--- config.mk ---
export PLATFORM = sky130hd
export DESIGN_NAME = fpu_issuer
export DESIGN_NICKNAME = d
export VERILOG_FILES = /design/src/rtl/fpu_pkg.sv /design/src/rtl/fpu_issuer.sv
export SDC_FILE = /design/constraint.sdc
export NUM_CORES = 1
export LEC_CHECK = 0
export CAP_MARGIN = 20
export CORE_MARGIN = 2
export CORE_UTILIZATION = 41
export DETAILED_ROUTE_END_ITERATION = 6
export PLACE_DENSITY = 0.82
export SLEW_MARGIN = 20
export SYNTH_ARGS = -nofsm -noshare
export SYNTH_HDL_FRONTEND = slang
export SYNTH_SLANG_ARGS = --single-unit
export TNS_END_PERCENT = 1
--- constraint.sdc ---
create_clock -name clk -period 1.9 [get_ports clk]
set_input_delay 0.38 -clock clk [delete_from_list [all_inputs] [get_ports clk]]
set_output_delay 0.38 -clock clk [all_outputs]
set_load 0.02 [all_outputs]
--- src/rtl/fpu_pkg.sv ---
// Shared definitions for the fpu issuer: datapath width and FSM state encoding.
package fpu_pkg;

   localparam int FPU_W = 32;

   typedef logic [1:0] state_t;

   localparam state_t ST_IDLE  = 2'd0;
   localparam state_t ST_DRAIN = 2'd1;
   localparam state_t ST_ISSUE = 2'd2;
   localparam state_t ST_RESP  = 2'd3;

endpackage : fpu_pkg

--- src/rtl/fpu_issuer.sv ---
// Initiator side of the fpu en/fi handshake. Takes an operand set from a
// valid/ready request port, holds fpu_en with stable operands until fi, then
// presents the result on a valid/ready response port. A watchdog aborts an
// fpu that never answers; done_cnt counts every completed op (ok or aborted).
module fpu_issuer
   import fpu_pkg::*;
#(
   parameter int TIMEOUT = 64,
   parameter int CNT_W   = 16
) (
   input  logic             clk,
   input  logic             rst,
   input  logic             req_valid,
   output logic             req_ready,
   input  logic [FPU_W-1:0] req_a,
   input  logic [FPU_W-1:0] req_b,
   input  logic [FPU_W-1:0] req_c,
   input  logic [FPU_W-1:0] req_d,
   output logic             rsp_valid,
   input  logic             rsp_ready,
   output logic [FPU_W-1:0] rsp_g,
   output logic             rsp_err,
   output logic             fpu_en,
   input  logic             fpu_fi,
   output logic [FPU_W-1:0] fpu_a,
   output logic [FPU_W-1:0] fpu_b,
   output logic [FPU_W-1:0] fpu_c,
   output logic [FPU_W-1:0] fpu_d,
   input  logic [FPU_W-1:0] fpu_g,
   output logic             busy,
   output logic [CNT_W-1:0] done_cnt
);

   // Watchdog counts ISSUE cycles 0..TIMEOUT-1; hitting the last value with fi low aborts.
   localparam int              WD_W   = (TIMEOUT > 1) ? $clog2(TIMEOUT) : 1;
   localparam bit              WD_EN  = (TIMEOUT > 0);
   localparam logic [WD_W-1:0] WD_MAX = WD_W'((TIMEOUT > 0) ? (TIMEOUT - 1) : 0);

   state_t           state_q,     state_d;
   logic             fpu_en_q,    fpu_en_d;
   logic [FPU_W-1:0] fpu_a_q,     fpu_a_d;
   logic [FPU_W-1:0] fpu_b_q,     fpu_b_d;
   logic [FPU_W-1:0] fpu_c_q,     fpu_c_d;
   logic [FPU_W-1:0] fpu_d_q,     fpu_d_d;
   logic             rsp_valid_q, rsp_valid_d;
   logic [FPU_W-1:0] rsp_g_q,     rsp_g_d;
   logic             rsp_err_q,   rsp_err_d;
   logic [CNT_W-1:0] done_cnt_q,  done_cnt_d;
   logic [WD_W-1:0]  wd_q,        wd_d;
   logic             wd_hit_s;

   assign wd_hit_s = WD_EN && (wd_q == WD_MAX);

   // State register.
   always_ff @(posedge clk or negedge rst) begin
      if (!rst) begin
         state_q <= ST_IDLE;
      end else begin
         state_q <= state_d;
      end
   end

   // Next-state logic; a stale fi at accept is drained before issuing.
   always_comb begin
      state_d = state_q;
      case (state_q)
         ST_IDLE: begin
            if (req_valid) begin
               state_d = fpu_fi ? ST_DRAIN : ST_ISSUE;
            end else begin
               state_d = ST_IDLE;
            end
         end
         ST_DRAIN: begin
            if (!fpu_fi) begin
               state_d = ST_ISSUE;
            end else begin
               state_d = ST_DRAIN;
            end
         end
         ST_ISSUE: begin
            if (fpu_fi || wd_hit_s) begin
               state_d = ST_RESP;
            end else begin
               state_d = ST_ISSUE;
            end
         end
         ST_RESP: begin
            if (rsp_ready) begin
               state_d = ST_IDLE;
            end else begin
               state_d = ST_RESP;
            end
         end
         default: state_d = ST_IDLE;
      endcase
   end

   // Output/datapath next values; fi takes priority over a same-cycle timeout.
   always_comb begin
      fpu_a_d     = fpu_a_q;
      fpu_b_d     = fpu_b_q;
      fpu_c_d     = fpu_c_q;
      fpu_d_d     = fpu_d_q;
      rsp_g_d     = rsp_g_q;
      rsp_err_d   = rsp_err_q;
      done_cnt_d  = done_cnt_q;
      wd_d        = {WD_W{1'b0}};
      fpu_en_d    = (state_d == ST_ISSUE);
      rsp_valid_d = (state_d == ST_RESP);
      case (state_q)
         ST_IDLE: begin
            if (req_valid) begin
               fpu_a_d = req_a;
               fpu_b_d = req_b;
               fpu_c_d = req_c;
               fpu_d_d = req_d;
            end else begin
               fpu_a_d = fpu_a_q;
            end
         end
         ST_ISSUE: begin
            if (fpu_fi) begin
               rsp_g_d   = fpu_g;
               rsp_err_d = 1'b0;
            end else if (wd_hit_s) begin
               rsp_g_d   = {FPU_W{1'b0}};
               rsp_err_d = 1'b1;
            end else begin
               wd_d = WD_EN ? (wd_q + WD_W'(1)) : {WD_W{1'b0}};
            end
         end
         ST_RESP: begin
            if (rsp_ready) begin
               done_cnt_d = done_cnt_q + CNT_W'(1);
            end else begin
               done_cnt_d = done_cnt_q;
            end
         end
         default: begin
            wd_d = {WD_W{1'b0}};
         end
      endcase
   end

   // Datapath and output registers.
   always_ff @(posedge clk or negedge rst) begin
      if (!rst) begin
         fpu_en_q    <= 1'b0;
         fpu_a_q     <= {FPU_W{1'b0}};
         fpu_b_q     <= {FPU_W{1'b0}};
         fpu_c_q     <= {FPU_W{1'b0}};
         fpu_d_q     <= {FPU_W{1'b0}};
         rsp_valid_q <= 1'b0;
         rsp_g_q     <= {FPU_W{1'b0}};
         rsp_err_q   <= 1'b0;
         done_cnt_q  <= {CNT_W{1'b0}};
         wd_q        <= {WD_W{1'b0}};
      end else begin
         fpu_en_q    <= fpu_en_d;
         fpu_a_q     <= fpu_a_d;
         fpu_b_q     <= fpu_b_d;
         fpu_c_q     <= fpu_c_d;
         fpu_d_q     <= fpu_d_d;
         rsp_valid_q <= rsp_valid_d;
         rsp_g_q     <= rsp_g_d;
         rsp_err_q   <= rsp_err_d;
         done_cnt_q  <= done_cnt_d;
         wd_q        <= wd_d;
      end
   end

   assign req_ready = (state_q == ST_IDLE);
   assign busy      = (state_q != ST_IDLE);
   assign fpu_en    = fpu_en_q;
   assign fpu_a     = fpu_a_q;
   assign fpu_b     = fpu_b_q;
   assign fpu_c     = fpu_c_q;
   assign fpu_d     = fpu_d_q;
   assign rsp_valid = rsp_valid_q;
   assign rsp_g     = rsp_g_q;
   assign rsp_err   = rsp_err_q;
   assign done_cnt  = done_cnt_q;

endmodule : fpu_issuer
* Word level (Yosys, flattened, before mapping)
Cells that the tools add are included.
** Operators by class
- Add/subtract/negate cells :: 2
- Muxes and demuxes :: 12
- Eq/ne operators :: 6
- Reduce and logical (&&, ||, !) cells :: 7
** Operators with widths (count)
- $mux 32 :: 2
- $mux 6 :: 3
- $add 16x1->16 const B :: 1
- $eq 2x2->1 const B :: 4
- $pmux 2 s4 :: 1
- $add 6x1->6 const B :: 1
- $eq 6x6->1 const B :: 1
- $mux 2 :: 3
- $reduce_and 2->1 :: 3
- $reduce_bool 2->1 :: 2
- $mux 1 :: 3
- $eq 2x1->1 const B :: 1
- $logic_not 2->1 :: 1
- $logic_or 1x1->1 :: 1
** Word-level totals
- Bits of input ports :: 165
- Output and inout bits :: 181
- Register bits :: 187
- Word-level logic and storage cells :: 38

* Depth between registers and ports, before layout
- Depth after elaboration :: 5
- Gate-level depth with buffers :: 6

* Least setup slack after synthesis
No wires, ideal clock.
- Path kind :: reg-to-reg
- From :: register state_q[1]
- To :: register fpu_a_q[10], in the netlist fpu_a[10]
- Slack :: 184 ps
- Cell stages (with the launch flop) :: 7
- Buffers on the path :: 2
- Data arrival time :: 1591 ps
- Required time :: 1775 ps
- Path through :: dfrtp_1 or2_4 inv_2 and2_4 buf_12 buf_12 mux2_4
** On the way
- Word-level cells in the longest chain between the ends :: 2
** Ends and longest elaborated chain
- start: declaration :: RTL line fpu_issuer.sv:39 : state_t state_q, state_d;
- start signal: assignment :: RTL line fpu_issuer.sv:59 : state_q <= state_d;
- $logic_not 2->1
- via req_ready :: RTL line fpu_issuer.sv:14 : output logic req_ready,
- $reduce_and 2->1 (no source line)
- end signal: assignment :: RTL line fpu_issuer.sv:150 : fpu_a_q <= {FPU_W{1'b0}};
- end signal: assignment :: RTL line fpu_issuer.sv:161 : fpu_a_q <= fpu_a_d;
- end: declaration :: RTL line fpu_issuer.sv:41 : logic [FPU_W-1:0] fpu_a_q, fpu_a_d;
The timed path passes the listed nets, and every way through them passes these cells.
A chain may end at the register's enable or synchronous reset.

* Worst setup path after layout
- From :: register fpu_d_q[5], in the netlist fpu_d[5]
- To :: output port fpu_d[5]
** RTL lines
- start: declaration :: RTL line fpu_issuer.sv:44 : logic [FPU_W-1:0] fpu_d_q, fpu_d_d;
- start signal: assignment :: RTL line fpu_issuer.sv:153 : fpu_d_q <= {FPU_W{1'b0}};
- start signal: assignment :: RTL line fpu_issuer.sv:164 : fpu_d_q <= fpu_d_d;
- end: declaration :: RTL line fpu_issuer.sv:28 : output logic [FPU_W-1:0] fpu_d,
No word-level cell between the ends.

==> metrics.md <==
| Metric | Value |
|---|---|
| Setup violators final | `0` |
| Final Wtd Congestion | `around 0.80` |
| Vias | `5220` |
| DRC | `0` |
| Largest net degree at the start of global routing | `between 50 and 60` |
| Post-synthesis sequential area ratio | `0.609` |
| Fmax | `545 MHz` |
| IO Count | `between 300 and 400` |
| Gr usage total | `0.204` |
| WP data required | `1520 ps` |
| Dominant synthesized flop cell | `dfrtp_1` |
| CP arrival | `roughly 1500 ps` |
| Syn-to-layout area delta | `58.4%` |
| # fillers | `1312` |
| CTS tree | `done` |
| Placed Area | `11600 µm²` |
| Post-placement cell count | `between 1000 and 1500` |
| Largest family of logic cells by synthesized area | `multiplexers` |
| Gr busiest metal | `met2` |
| Area of the multi-input gates | `2700 µm²` |
| CTS buffer count | `17` |
| Clock Path Buffers | `2` |
| Initial Util | `0.414` |
| Syn_nets | `about 620` |
| DR iter-0 viols | `between 150 and 200` |
| Pwr Density | `between 1500 and 2000 nW/µm²` |
| EDFF count, synth | `0` |
| Clock Latency Late Sink | `between 400 and 500 ps` |
| Outcome | `finished clean` |
| Storage element area | `approximately 4700 µm²` |
| RSZ-0062 raised after global routing | `no` |
| Width of the die | `around 140 µm` |
| Mux contribution to synthesized area | `0.248` |
| Synth top area share | `0.609` |
| Min Hold Slack | `~470 ps` |
| CP delay by family, top | `buffers and inverters` |
| Core area | `around 19000 µm²` |
| Die Footprint | `19900 µm²` |
| Share of cells above drive strength 1 | `0.241` |
| Startpoint Class | `flop` |
| Finished Layout Cells | `about 1100` |
| CTS Sinks | `roughly 190` |
| Clock skew | `about 15 ps` |
| Mapped cell area | `7690 µm²` |
| Antenna violations before repair | `0` |
| Slowest Stage Delay on Critical Path | `660 ps` |
| Met1 Use GR | `0.255` |
| Post-layout util | `0.656` |
| Leak pwr | `5.47 nW` |
| Crit Path Class | `reg2out` |
| # port buffers | `roughly 350` |
| Num rows | `50` |
| Measured slew at the worst slew-check pin | `~520 ps` |
| Grt met3 use | `0.0557` |
| Post-route cell area | `12200 µm²` |
| Avg Inst Size Synth | `around 17 µm²` |
| Final #Nets | `~1000` |
| XOR/XNOR Fraction of Synth Area | `0.0216` |
| Clk pin slew, worst setup/hold paths | `~70 ps` |
| WL/cell | `18.8 µm` |
| Fin crit share | `0.966` |
| Setup TNS Final | `0 ps` |
| Detail Route Antenna Nets | `0` |
| Worst hold path class | `reg2reg` |
| Yosys reg bits | `187` |
| Dominant cell type by area after synthesis | `dfrtp_1` |
| Final Max Tran Viols | `0` |
| First-pass GRT wire length | `31.3 mm` |
| Height of the die | `around 140 µm` |
| DPL Wire Length | `15.4 mm` |
| Max FO, Critical Path | `2` |
| Main area contributors after synthesis | `dfrtp_1 (61%), mux2_4 (23%), a22o_1 (3.6%), buf_12 (2.9%), mux2_2 (1.3%)` |
| H-tree depth | `4` |
| Synth async-reset ratio | `1.00` |
| Distinct cells, synth | `33` |
| ANT cells | `0` |
| Syn Inst Count | `456` |
| Setup crit end kind | `output port` |
| Rel. slew slack | `0.651` |
| DRT Pass-1 Iters | `5` |
| Grt total ovfl | `0` |
| Vias in the first global route | `5530` |
| Simple-gate share of the synthesized area | `0.0399` |
| Number of vias per cell | `between 4 and 5` |
| CP Buf/Inv Count | `1` |
| Synth Area in Adders | `0.00325` |
| Peak VDD IR | `0.963 mV` |
| Max cap viols | `0` |
| Post-Route WL | `just over 20 mm` |
| Crit-path cells | `clkdlybuf4s50_1` |
| Critical path's slowest cell | `clkdlybuf4s50_1` |
| Final Hold Viols | `0` |
| GR Util met2 | `0.352` |
| Fin crit period | `around 1800 ps` |
| Synth Area in Compound Gates | `0.0394` |
| Ys Warns | `0` |
| Clk root buf | `clkbuf_16` |
[worst register-to-register path: cells and delay by family (launching register included)]
kind,cells,cell delay [ps]
DFF,1,380
buffers and inverters,3,450
and+or+nand+nor,2,430
muxes,1,320
[metrics by stage]
stage | power (mW) | worst slack, ps
2_1_floorplan | 12.5 | 184
3_3_place_gp | 17.3 | 13.8
3_5_place_dp | 17.6 | -11.1
4_1_cts | 21.0 | 13.2
5_1_grt | 21.8 | 7.53
6_report | 20.8 | 65.0
[path summary, 6_finish.rpt]
path,start,endpoint,slack (ps),cells past startpoint
max,fpu_d[5]$_DFFE_PN0P_,fpu_d[5],70,1
min,wd_q[0]$_DFF_PN0_,wd_q[0]$_DFF_PN0_,470,1
max reg2reg,state_q[1]$_DFF_PN0_,fpu_a[26]$_DFFE_PN0P_,210,6
min reg2reg,wd_q[0]$_DFF_PN0_,wd_q[0]$_DFF_PN0_,470,1
max in group asynchronous,rst,fpu_d[12]$_DFFE_PN0P_,810,3
min in group asynchronous,rst,done_cnt[15]$_DFFE_PN0P_,500,2
[flip-flops by register name, summed over array words and instances (netlist names), 2 cells and up]
signal	flops
fpu_a	32
state_q	2
wd_q	6
fpu_c	32
rsp_g	32
done_cnt	16
fpu_d	32
fpu_b	32
[metal layers]
| metal | vias to the layer above | part of all wire |
|---|---|---|
| met4 | 0 | 0.014 |
| met5 | - | 0 |
| met2 | 221 | 0.52 |
| met1 | 2601 | 0.41 |
| li1 | 2370 | - |
| met3 | 28 | 0.060 |
[Yosys cell counts (2+ instances only)]
master / number
nand2_1: 11
and3_1: 3
nor2_1: 15
nand4_1: 2
ha_1: 2
a22o_1: 32
dfrtp_1: 187
inv_1: 3
clkbuf_1: 3
a21oi_1: 2
buf_12: 11
nor3_1: 7
and2_1: 2
buf_2: 5
nor2b_1: 2
xnor2_1: 11
mux2_4: 120
nand3_1: 6
xor2_1: 8
mux2_2: 9
buf_6: 3
[where the power goes]
part	leakage (nW)	switching [mW]	internal [mW]
sequential	2.27	1.14	5.80
combinational	2.93	4.49	5.98
clock	0.266	1.67	1.76
total	5.47	7.29	13.5
[area by class of cell]
type / instances / area share
flip-flops and latches: 187 / 0.384
repair buffers: 383 / 0.322
multi-input cells: 243 / 0.222
clock buffers: 18 / 0.0361
well taps: 234 / 0.0240
clock inverters: 13 / 0.0104
inverters: 4 / 0.00123
[cell usage in the layout, fill, tap and decap left out, types with 4 or more instances in the layout]
cell / count
clkdlybuf4s50_1: 331
dfrtp_1: 187
mux2_4: 120
a22o_1: 32
buf_4: 23
clkbuf_16: 17
nor2_1: 15
buf_12: 14
nand2_1: 11
xnor2_1: 11
mux2_2: 9
xor2_1: 8
nor3_1: 7
dlygate4sd2_1: 7
nand3_1: 6
dlymetal6s2s_1: 5
clkinvlp_4: 4
inv_8: 4
[cells by family (layout without fill, tap and decap cells)]
logic type | count (synthesis) | count (layout)
and+or+nand+nor | 57 | 57
AOI/OAI and AO/OA | 36 | 36
DFF | 187 | 187
muxes | 129 | 129
xor gates and xnor gates | 19 | 19
adders and majority gates | 2 | 2
buffers and inverters | 26 | 418
[what timing repair did]
| action | CTS | global route |
|---|---|---|
| setup endpoints to repair | 8 | 6 |
| buffers inserted | 0 | 0 |
| gates resized for setup | 8 | 6 |
| endpoints found under the hold margin | 51 | 0 |
| hold buffers | 1 | 0 |
Note: power is estimated with default switching activity, not from simulation.
